<file path="src/rtl/sdram_port_arbiter_if.sv">
// Bus bundle between the two requesters, the arbiter and the SDRAM controller.
// The slave modport is the arbiter's view; master is the surrounding environment.
interface sdram_port_arbiter_if #(
    parameter int ADDR_WIDTH = 25,
    parameter int DATA_WIDTH = 16
);
    logic                  p0_valid;
    logic                  p0_we;
    logic [ADDR_WIDTH-1:0] p0_addr;
    logic [DATA_WIDTH-1:0] p0_wdata;
    logic                  p0_ready;
    logic [DATA_WIDTH-1:0] p0_rdata;
    logic                  p0_rvalid;

    logic                  p1_valid;
    logic                  p1_we;
    logic [ADDR_WIDTH-1:0] p1_addr;
    logic [DATA_WIDTH-1:0] p1_wdata;
    logic                  p1_ready;
    logic [DATA_WIDTH-1:0] p1_rdata;
    logic                  p1_rvalid;

    logic [ADDR_WIDTH-1:0] m_axi_awaddr;
    logic                  m_axi_awvalid;
    logic                  m_axi_awready;
    logic [DATA_WIDTH-1:0] m_axi_wdata;
    logic                  m_axi_wvalid;
    logic                  m_axi_wready;
    logic [ADDR_WIDTH-1:0] m_axi_araddr;
    logic                  m_axi_arvalid;
    logic                  m_axi_arready;
    logic [DATA_WIDTH-1:0] m_axi_rdata;
    logic                  m_axi_rvalid;
    logic                  m_axi_rready;

    logic                  ref_req;
    logic                  ref_ack;

    modport slave (
        input  p0_valid, p0_we, p0_addr, p0_wdata,
        output p0_ready, p0_rdata, p0_rvalid,
        input  p1_valid, p1_we, p1_addr, p1_wdata,
        output p1_ready, p1_rdata, p1_rvalid,
        output m_axi_awaddr, m_axi_awvalid,
        input  m_axi_awready,
        output m_axi_wdata, m_axi_wvalid,
        input  m_axi_wready,
        output m_axi_araddr, m_axi_arvalid,
        input  m_axi_arready,
        input  m_axi_rdata, m_axi_rvalid,
        output m_axi_rready,
        output ref_req,
        input  ref_ack
    );

    modport master (
        output p0_valid, p0_we, p0_addr, p0_wdata,
        input  p0_ready, p0_rdata, p0_rvalid,
        output p1_valid, p1_we, p1_addr, p1_wdata,
        input  p1_ready, p1_rdata, p1_rvalid,
        input  m_axi_awaddr, m_axi_awvalid,
        output m_axi_awready,
        input  m_axi_wdata, m_axi_wvalid,
        output m_axi_wready,
        input  m_axi_araddr, m_axi_arvalid,
        output m_axi_arready,
        output m_axi_rdata, m_axi_rvalid,
        input  m_axi_rready,
        input  ref_req,
        output ref_ack
    );
endinterface

</file>
<file path="src/rtl/sdram_port_arbiter.sv">
// Two-port round-robin arbiter in front of an SDRAM controller, one operation
// in flight at a time, with a free-running refresh timer that wins at IDLE.
//
// state   | meaning
// IDLE    | waiting; refresh due beats any requester, else round-robin grant
// WR      | write address and data offered, each dropped once accepted
// RD_ADDR | read address offered until accepted
// RD_DATA | waiting for read data, routed to the owning port
// REFRESH | ref_req held until the controller acknowledges
module sdram_port_arbiter #(
    parameter int ADDR_WIDTH     = 25,
    parameter int DATA_WIDTH     = 16,
    parameter int REFRESH_CYCLES = 780
) (
    input  logic               clk,
    input  logic               reset,
    sdram_port_arbiter_if.slave bus
);
    localparam int CNT_W = (REFRESH_CYCLES > 1) ? $clog2(REFRESH_CYCLES) : 1;
    localparam logic [CNT_W-1:0] CNT_RELOAD = CNT_W'(REFRESH_CYCLES - 1);

    typedef enum logic [2:0] {IDLE, WR, RD_ADDR, RD_DATA, REFRESH} state_t;

    state_t                r_state;
    state_t                w_next;
    logic                  r_last_grant;
    logic                  r_port;
    logic                  r_we;
    logic [ADDR_WIDTH-1:0] r_addr;
    logic [DATA_WIDTH-1:0] r_wdata;
    logic                  r_aw_done;
    logic                  r_w_done;
    logic                  r_refresh_pending;
    logic [CNT_W-1:0]      r_ref_cnt;
    logic [DATA_WIDTH-1:0] r_p0_rdata;
    logic [DATA_WIDTH-1:0] r_p1_rdata;
    logic                  r_p0_rvalid;
    logic                  r_p1_rvalid;

    logic w_expire;
    logic w_refresh_due;
    logic w_grant;
    logic w_grant_id;
    logic w_aw_hs;
    logic w_w_hs;
    logic w_wr_done;
    logic w_rd_done;

    assign w_expire      = (r_ref_cnt == '0);
    // An expiry this very cycle counts as pending so the refresh starts without a lost cycle
    assign w_refresh_due = r_refresh_pending | w_expire;
    assign w_aw_hs       = (r_state == WR) & ~r_aw_done & bus.m_axi_awready;
    assign w_w_hs        = (r_state == WR) & ~r_w_done & bus.m_axi_wready;
    assign w_wr_done     = (r_aw_done | w_aw_hs) & (r_w_done | w_w_hs);
    assign w_rd_done     = (r_state == RD_DATA) & bus.m_axi_rvalid;

    always_comb begin
        w_next     = r_state;
        w_grant    = 1'b0;
        w_grant_id = 1'b0;
        case (r_state)
            IDLE: begin
                if (w_refresh_due) begin
                    w_next = REFRESH;
                end else if (bus.p0_valid | bus.p1_valid) begin
                    w_grant    = 1'b1;
                    w_grant_id = (bus.p0_valid & bus.p1_valid) ? ~r_last_grant : bus.p1_valid;
                    if (w_grant_id ? bus.p1_we : bus.p0_we)
                        w_next = WR;
                    else
                        w_next = RD_ADDR;
                end
            end
            WR:      if (w_wr_done)          w_next = IDLE;
            RD_ADDR: if (bus.m_axi_arready)  w_next = RD_DATA;
            RD_DATA: if (bus.m_axi_rvalid)   w_next = IDLE;
            REFRESH: if (bus.ref_ack)        w_next = IDLE;
            default:                         w_next = IDLE;
        endcase
    end

    always_ff @(posedge clk or posedge reset) begin
        if (reset)
            r_state <= IDLE;
        else
            r_state <= w_next;
    end

    always_ff @(posedge clk or posedge reset) begin
        if (reset) begin
            r_last_grant      <= 1'b1;
            r_port            <= 1'b0;
            r_we              <= 1'b0;
            r_addr            <= '0;
            r_wdata           <= '0;
            r_aw_done         <= 1'b0;
            r_w_done          <= 1'b0;
            r_refresh_pending <= 1'b0;
            r_ref_cnt         <= CNT_RELOAD;
            r_p0_rdata        <= '0;
            r_p1_rdata        <= '0;
            r_p0_rvalid       <= 1'b0;
            r_p1_rvalid       <= 1'b0;
        end else begin
            r_p0_rvalid <= 1'b0;
            r_p1_rvalid <= 1'b0;
            if (w_grant) begin
                r_port       <= w_grant_id;
                r_last_grant <= w_grant_id;
                r_we         <= w_grant_id ? bus.p1_we    : bus.p0_we;
                r_addr       <= w_grant_id ? bus.p1_addr  : bus.p0_addr;
                r_wdata      <= w_grant_id ? bus.p1_wdata : bus.p0_wdata;
                r_aw_done    <= 1'b0;
                r_w_done     <= 1'b0;
            end
            if (w_aw_hs) r_aw_done <= 1'b1;
            if (w_w_hs)  r_w_done  <= 1'b1;
            if (w_rd_done) begin
                if (r_port) begin
                    r_p1_rdata  <= bus.m_axi_rdata;
                    r_p1_rvalid <= 1'b1;
                end else begin
                    r_p0_rdata  <= bus.m_axi_rdata;
                    r_p0_rvalid <= 1'b1;
                end
            end
            if (w_expire)
                r_ref_cnt <= CNT_RELOAD;
            else
                r_ref_cnt <= r_ref_cnt - 1'b1;
            // Expiry wins over an acknowledge in the same cycle so that refresh is not lost
            if (w_expire)
                r_refresh_pending <= 1'b1;
            else if ((r_state == REFRESH) && bus.ref_ack)
                r_refresh_pending <= 1'b0;
        end
    end

    assign bus.p0_ready      = w_grant & ~w_grant_id & ~reset;
    assign bus.p1_ready      = w_grant &  w_grant_id & ~reset;
    assign bus.p0_rdata      = r_p0_rdata;
    assign bus.p1_rdata      = r_p1_rdata;
    assign bus.p0_rvalid     = r_p0_rvalid;
    assign bus.p1_rvalid     = r_p1_rvalid;
    assign bus.m_axi_awaddr  = r_we ? r_addr : '0;
    assign bus.m_axi_awvalid = (r_state == WR) & ~r_aw_done;
    assign bus.m_axi_wdata   = r_wdata;
    assign bus.m_axi_wvalid  = (r_state == WR) & ~r_w_done;
    assign bus.m_axi_araddr  = r_we ? '0 : r_addr;
    assign bus.m_axi_arvalid = (r_state == RD_ADDR);
    assign bus.m_axi_rready  = (r_state == RD_DATA);
    assign bus.ref_req       = (r_state == REFRESH);
endmodule
</file>
<file path="src/flat_wrapper.sv">
// flat-port wrapper written by rule: the top's interface ports become plain ports
module sdram_port_arbiter_flat 
#(
    parameter int ADDR_WIDTH     = 25,
    parameter int DATA_WIDTH     = 16,
    parameter int REFRESH_CYCLES = 780
)
  (clk, reset, bus_p0_valid, bus_p0_we, bus_p0_addr, bus_p0_wdata, bus_p0_ready, bus_p0_rdata, bus_p0_rvalid, bus_p1_valid, bus_p1_we, bus_p1_addr, bus_p1_wdata, bus_p1_ready, bus_p1_rdata, bus_p1_rvalid, bus_m_axi_awaddr, bus_m_axi_awvalid, bus_m_axi_awready, bus_m_axi_wdata, bus_m_axi_wvalid, bus_m_axi_wready, bus_m_axi_araddr, bus_m_axi_arvalid, bus_m_axi_arready, bus_m_axi_rdata, bus_m_axi_rvalid, bus_m_axi_rready, bus_ref_req, bus_ref_ack);
  sdram_port_arbiter_if #(.ADDR_WIDTH(ADDR_WIDTH), .DATA_WIDTH(DATA_WIDTH)) bus_i ();
  input  logic clk;
  input  logic reset;
  input wire logic [$bits(bus_i.p0_valid)-1:0] bus_p0_valid;
  input wire logic [$bits(bus_i.p0_we)-1:0] bus_p0_we;
  input wire logic [$bits(bus_i.p0_addr)-1:0] bus_p0_addr;
  input wire logic [$bits(bus_i.p0_wdata)-1:0] bus_p0_wdata;
  output wire logic [$bits(bus_i.p0_ready)-1:0] bus_p0_ready;
  output wire logic [$bits(bus_i.p0_rdata)-1:0] bus_p0_rdata;
  output wire logic [$bits(bus_i.p0_rvalid)-1:0] bus_p0_rvalid;
  input wire logic [$bits(bus_i.p1_valid)-1:0] bus_p1_valid;
  input wire logic [$bits(bus_i.p1_we)-1:0] bus_p1_we;
  input wire logic [$bits(bus_i.p1_addr)-1:0] bus_p1_addr;
  input wire logic [$bits(bus_i.p1_wdata)-1:0] bus_p1_wdata;
  output wire logic [$bits(bus_i.p1_ready)-1:0] bus_p1_ready;
  output wire logic [$bits(bus_i.p1_rdata)-1:0] bus_p1_rdata;
  output wire logic [$bits(bus_i.p1_rvalid)-1:0] bus_p1_rvalid;
  output wire logic [$bits(bus_i.m_axi_awaddr)-1:0] bus_m_axi_awaddr;
  output wire logic [$bits(bus_i.m_axi_awvalid)-1:0] bus_m_axi_awvalid;
  input wire logic [$bits(bus_i.m_axi_awready)-1:0] bus_m_axi_awready;
  output wire logic [$bits(bus_i.m_axi_wdata)-1:0] bus_m_axi_wdata;
  output wire logic [$bits(bus_i.m_axi_wvalid)-1:0] bus_m_axi_wvalid;
  input wire logic [$bits(bus_i.m_axi_wready)-1:0] bus_m_axi_wready;
  output wire logic [$bits(bus_i.m_axi_araddr)-1:0] bus_m_axi_araddr;
  output wire logic [$bits(bus_i.m_axi_arvalid)-1:0] bus_m_axi_arvalid;
  input wire logic [$bits(bus_i.m_axi_arready)-1:0] bus_m_axi_arready;
  input wire logic [$bits(bus_i.m_axi_rdata)-1:0] bus_m_axi_rdata;
  input wire logic [$bits(bus_i.m_axi_rvalid)-1:0] bus_m_axi_rvalid;
  output wire logic [$bits(bus_i.m_axi_rready)-1:0] bus_m_axi_rready;
  output wire logic [$bits(bus_i.ref_req)-1:0] bus_ref_req;
  input wire logic [$bits(bus_i.ref_ack)-1:0] bus_ref_ack;
  assign bus_i.p0_valid = bus_p0_valid;
  assign bus_i.p0_we = bus_p0_we;
  assign bus_i.p0_addr = bus_p0_addr;
  assign bus_i.p0_wdata = bus_p0_wdata;
  assign bus_p0_ready = bus_i.p0_ready;
  assign bus_p0_rdata = bus_i.p0_rdata;
  assign bus_p0_rvalid = bus_i.p0_rvalid;
  assign bus_i.p1_valid = bus_p1_valid;
  assign bus_i.p1_we = bus_p1_we;
  assign bus_i.p1_addr = bus_p1_addr;
  assign bus_i.p1_wdata = bus_p1_wdata;
  assign bus_p1_ready = bus_i.p1_ready;
  assign bus_p1_rdata = bus_i.p1_rdata;
  assign bus_p1_rvalid = bus_i.p1_rvalid;
  assign bus_m_axi_awaddr = bus_i.m_axi_awaddr;
  assign bus_m_axi_awvalid = bus_i.m_axi_awvalid;
  assign bus_i.m_axi_awready = bus_m_axi_awready;
  assign bus_m_axi_wdata = bus_i.m_axi_wdata;
  assign bus_m_axi_wvalid = bus_i.m_axi_wvalid;
  assign bus_i.m_axi_wready = bus_m_axi_wready;
  assign bus_m_axi_araddr = bus_i.m_axi_araddr;
  assign bus_m_axi_arvalid = bus_i.m_axi_arvalid;
  assign bus_i.m_axi_arready = bus_m_axi_arready;
  assign bus_i.m_axi_rdata = bus_m_axi_rdata;
  assign bus_i.m_axi_rvalid = bus_m_axi_rvalid;
  assign bus_m_axi_rready = bus_i.m_axi_rready;
  assign bus_ref_req = bus_i.ref_req;
  assign bus_i.ref_ack = bus_ref_ack;
  sdram_port_arbiter #(.ADDR_WIDTH(ADDR_WIDTH), .DATA_WIDTH(DATA_WIDTH), .REFRESH_CYCLES(REFRESH_CYCLES)) u_core (.clk(clk), .reset(reset), .bus(bus_i));
endmodule
</file>
<file path="config.mk">
export PLATFORM = sky130hd
export DESIGN_NAME = sdram_port_arbiter_flat
export DESIGN_NICKNAME = d
export VERILOG_FILES = /design/src/rtl/sdram_port_arbiter_if.sv /design/src/rtl/sdram_port_arbiter.sv /design/src/flat_wrapper.sv
export SDC_FILE = /design/constraint.sdc
export NUM_CORES = 1
export LEC_CHECK = 0
export CAP_MARGIN = 20
export CELL_PAD_IN_SITES_DETAIL_PLACEMENT = 0
export CELL_PAD_IN_SITES_GLOBAL_PLACEMENT = 1
export CORE_MARGIN = 1.5
export CORE_UTILIZATION = 28
export CTS_CLUSTER_DIAMETER = 200
export CTS_CLUSTER_SIZE = 24
export DETAILED_ROUTE_END_ITERATION = 10
export GPL_ROUTABILITY_DRIVEN = 0
export PLACE_DENSITY = 0.7
export SLEW_MARGIN = 5
export SYNTH_ARGS = -nofsm -noshare
export SYNTH_HDL_FRONTEND = slang
export SYNTH_SLANG_ARGS = --single-unit
</file>
<file path="constraint.sdc">
create_clock -name clk -period 4.78 [get_ports clk]
set_clock_uncertainty 0.05 [all_clocks]
set_input_delay 0.717 -clock clk [delete_from_list [all_inputs] [get_ports clk]]
set_output_delay 0.717 -clock clk [all_outputs]
set_load 0.005 [all_outputs]
</file>
## After elaboration in Yosys (flattened, before gate mapping)

Cells that the tools add are included.

| operators by class | value |
|---|---|
| add/sub/neg operators | 1 |
| multipliers | 0 |
| div/mod/pow operators | 0 |
| $lt $le $gt $ge | 0 |
| equal/unequal tests | 9 |
| shift operators | 0 |
| multiplexer cells | 31 |
| bitwise logic cells | 21 |
| reductions and logical operators | 9 |

Operator list:

| cell | number |
|---|---|
| $mux W25 | 3 |
| $mux W1 | 18 |
| $mux W3 | 6 |
| $mux W16 | 1 |
| $pmux W3 S5 | 1 |
| $and A1 B1 Y1 | 11 |
| $logic_not A10 Y1 | 1 |
| $mux W10 | 1 |
| $sub A10 B1 Y10 const B | 1 |
| $eq A3 B2 Y1 const B | 2 |
| $ne A2 B1 Y1 const B | 3 |
| $not A1 Y1 | 6 |
| $reduce_bool A2 Y1 | 3 |
| $reduce_and A5 Y1 | 1 |
| $or A1 B1 Y1 | 4 |
| $reduce_and A2 Y1 | 2 |
| $eq A3 B1 Y1 const B | 1 |
| $eq A3 B3 Y1 const B | 1 |
| $logic_not A3 Y1 | 1 |
| $ne A3 B1 Y1 const B | 1 |
| $mux W2 | 1 |
| $ne A2 B2 Y1 const B | 1 |
| $logic_and A1 B1 Y1 | 1 |

| word-level totals | value |
|---|---|
| register bits after elaboration | 94 |
| latch bits | 0 |
| memory bits (writable) | 0 |
| memory bits (read-only) | 0 |
| logic and storage cells | 85 |
| memories kept | 0 |

## Depth between registers and ports, before layout

| depth | value |
|---|---|
| depth in word-level cells | 8 |
| gate-level depth with buffers | 9 |
| depth with buffers taken out | 6 |

## Worst setup path before layout

Ideal clock, no wire load.

| path | value |
|---|---|
| path kind | register to output |
| from | reg u_core.r_ref_cnt[0] |
| to | out bus_p1_ready |
| arrival | 2.346 ns |
| data required time | 4.013 ns |
| setup slack | 1.667 ns |
| cell stages (with the launch flop) | 10 |
| cell sequence | dfstp_2 -> inv_1 -> ha_1 -> or3b_2 -> clkbuf_1 -> nor4_4 -> or4_4 -> buf_12 -> buf_12 -> nor3b_1 |

| between the ends | value |
|---|---|
| longest elaborated chain between the ends | 6 |
| elaborated cells on any way between the ends | 8 |
| those cells by class | mux (4); bitwise (3); reduce/logical (1) |

RTL lines:

| what | line | text |
|---|---|---|
| start: declaration | sdram_port_arbiter.sv:34 | `logic [CNT_W-1:0] r_ref_cnt;` |
| start signal: assignment | sdram_port_arbiter.sv:130 | `r_ref_cnt <= r_ref_cnt - 1'b1;` |
| $logic_not A10 Y1 (*) | sdram_port_arbiter.sv:49 | `assign w_expire = (r_ref_cnt == '0);` |
| $or A1 B1 Y1 (*) | sdram_port_arbiter.sv:51 | `assign w_refresh_due = r_refresh_pending \| w_expire;` |
| $mux W1 | sdram_port_arbiter.sv:63 | `if (w_refresh_due) begin` |
| $mux W1 | sdram_port_arbiter.sv:61 | `case (r_state)` |
| $and A1 B1 Y1 (*) (2 in a row) | sdram_port_arbiter.sv:140 | `assign bus.p1_ready = w_grant & w_grant_id & ~reset;` |
| end: declaration | flat_wrapper.sv:23 | `output wire logic [$bits(bus_i.p1_ready)-1:0] bus_p1_ready;` |

Mark *: on every way between the ends. The rest lies on a longest branch, timed or not.

## Worst setup path in the final report

Ends and elaborated chain as after synthesis.

==> results.yml <==
placement:
  dpl.hpwl_mm: 9.52
  io_buffers: 215
  place_area_um2: 7050
setup_path:
  end_kind: "output port"
  critical_path_arrival_ps: 2830
  crit_path_max_fanout: 7
  reg2reg_to: "u_core.bus.m_axi_wdata[5]"
  crit_required_ps: 4010
  r2r_start: "u_core.r_ref_cnt[5]"
  crit_type: "reg -> out"
  reg2reg_depth: 5
  rrSetupSlack_ps: 1820
  critical_path.startpoint_type: "flop"
clock_tree:
  cts_sinks: 94
  clock_path_buffers: 2
  cts_buffers: 9
  cts_tree: "built"
  h-tree-depth: 3
  cts-resized-gates: 0
  ctsHoldBuffers: 0
  clk_pin_slew_ps: 60
  cts_setup_buffers: 0
  clk_latency_ps: 350
  root_buffer: "clkbuf_16"
die:
  die-width_um: 133
  rows: 47
  die_y_um: 133
  dieArea_um2: 17600
  ios: 216
  core_region_area_um2: 16500
  start_util: 0.285
power_and_ir_drop:
  vdd_drop_max_mv: 0.237
  leakage_nw: 3.06
  total_power_mw: 4.33
  powerDensity_nw_per_um2: 589
yosys:
  synth_edf_count: 0
  yosys.area.top_type: "dfrtp_1"
  ys.flop_type: "dfrtp_1"
  synth_cell_types: 40
  ys_async_sr_fraction: 1.00
  netlist.area_leader.share: 0.467
  synth_area_leaders: "dfrtp_1 47%, mux2_2 21%, mux2_4 8.0%, nor2b_1 3.6%, and2_1 3.4%"
  netlist_area_um2: 4720
  synth_nets: 466
  ys_warn_count: 0
  syn_avg_cell_area_um2: 13.3
  synthCells: 356
  synth-seq-cells: 94
  ys_seq_area_frac: 0.500
sta:
  maxClockFrequency_mhz: 278
  worst_slew_pin_slew_ps: 940
  slew_viol_final: 0
  setup_violations: 0
  grt_setup_unrepaired: "false"
  fin_setup_tns_ps: 0
  max_slew_margin: 0.372
  hold_violations: 0
  final.min_clock_period_ps: 3600
  fin_hold_ws_ps: 430
  final.period_utilization: 0.753
worst_hold_path:
  holdPathEnd: "u_core.r_ref_cnt[0]"
  min-delay-start: "u_core.r_ref_cnt[0]"
  hold_depth: 1
  hp-class: "reg -> reg"
status:
  status: "completed"
final_layout:
  drive_above_1_share: 0.263
  n_antenna_cell: 0
  final_cell_mix: "215 x clkdlybuf4s50_1, 90 x mux2_2, 88 x dfrtp_1"
  final_common_cell: "clkdlybuf4s50_1"
  synthToLayoutAreaGrowth_pct: 56.1
  fin_util: 0.446
  nNetsFinal: 676
  design_area_um2: 7360
global_routing:
  grt_max_degree: 64
  grt_usage: 0.148
  grt_pass1_wl_mm: 20.6
  antenna_found_initial: 0
  grt_overflow: 0
  grt_pass1_vias: 3719
route:
  routed_wl_mm: 12.9
  drt_iter0_drc: 139
  via_count: 3527
  drt_first_pass_iters: 4
  routed_via_density: 4.46
  drc: 0
  postRouteAntennaNets: 0
  routedWlPerCell_um: 16.3
job:
  drv_cap: 0
==> cell families (layout without fill, tap and decap cells) <==
| group | after synthesis | count (layout) | synth area share |
|---|---|---|---|
| muxes | 118 | 118 | 0.301 |
| buffers and inverters | 29 | 244 | 0.0382 |
| and+or+nand+nor | 90 | 90 | 0.119 |
| xor gates and xnor gates | 5 | 5 | 0.00929 |
| AOI/OAI and AO/OA | 19 | 19 | 0.0300 |
| adders and majority gates | 1 | 1 | 0.00265 |
| DFF | 94 | 94 | 0.500 |
==> power breakdown <==
part	internal [mW]	switching, mW	total (mW)
sequential	1.16	0.251	1.41
clock	0.439	0.318	0.757
combinational	1.48	0.691	2.17
total	3.07	1.26	4.33
==> worst max path at each step <==
stage	endpoint	cells after the start	startpoint	slack, ps
6_report	bus_p1_ready	7	u_core.r_ref_cnt[0]	1180
5_1_grt	bus_p1_ready	7	u_core.r_ref_cnt[0]	1060
4_1_cts	bus_p1_ready	7	u_core.r_ref_cnt[0]	1140
3_5_place_dp	bus_p0_ready	5	bus_p1_valid	1400
3_3_place_gp	bus_p1_ready	5	bus_p0_valid	1430
2_1_floorplan	u_core.bus.m_axi_wdata[0]	1	reset	1570
==> cell usage after synthesis (4+ instances only) <==
cell	count
a21oi_1	4
clkbuf_1	14
and2_1	26
nand2_1	5
mux2_4	25
nor2_1	9
a22o_1	4
inv_1	8
buf_12	4
dfrtp_1	88
dfstp_2	6
nor2b_1	27
mux2_2	90
==> critical path, cell delays in order, from the launching register on <==
cell             delay, ps
dfstp_2                560
inv_1                   50
ha_1                   210
or3b_2                 300
nor4_4                  80
or4_4                  530
nor3b_1                220
clkdlybuf4s50_1        530
==> metrics by stage <==
stage	worst slack, ps	instances
floorplan	1570	356
global placement	1430	775
detailed placement	1400	775
CTS	1140	791
global route	1060	791
finish	1180	791
==> cell type report <==
class / count / area [um^2]
sequential: 94 / 2360
tap: 220 / 275
inverter: 8 / 32.5
multi-input combinational: 233 / 2190
clock inverter: 5 / 63.8
timing repair buffer: 220 / 2190
clock buffer: 11 / 253
fill: 1515 / 9160
==> flip-flops by register name, summed over array words and instances, names as in the netlist <==
name and flops:
u_core.bus.p1_rdata 16, u_core.bus.m_axi_wdata 16, u_core.r_refresh_pending 1, u_core.r_w_done 1, u_core.r_ref_cnt 10, u_core.r_state 3, u_core.r_we 1, u_core.r_addr 25
u_core.bus.p0_rdata 16, u_core.r_last_grant 1, u_core.bus.p0_rvalid 1, u_core.r_aw_done 1, u_core.r_port 1, u_core.bus.p1_rvalid 1
==> routing by layer <==
| metal | vias to the layer above | part of all wire | routed length (um) | global-route usage |
|---|---|---|---|---|
| met4 | 0 | 0.0094 | 121 | 0.0348 |
| li1 | 1665 | - | - | - |
| met1 | 1705 | 0.44 | 5690 | 0.184 |
| met5 | - | 0 | 0 | 0 |
| met3 | 12 | 0.084 | 1090 | 0.0559 |
| met2 | 145 | 0.47 | 6030 | 0.244 |
No activity file was read; power rests on OpenSTA's default activity.
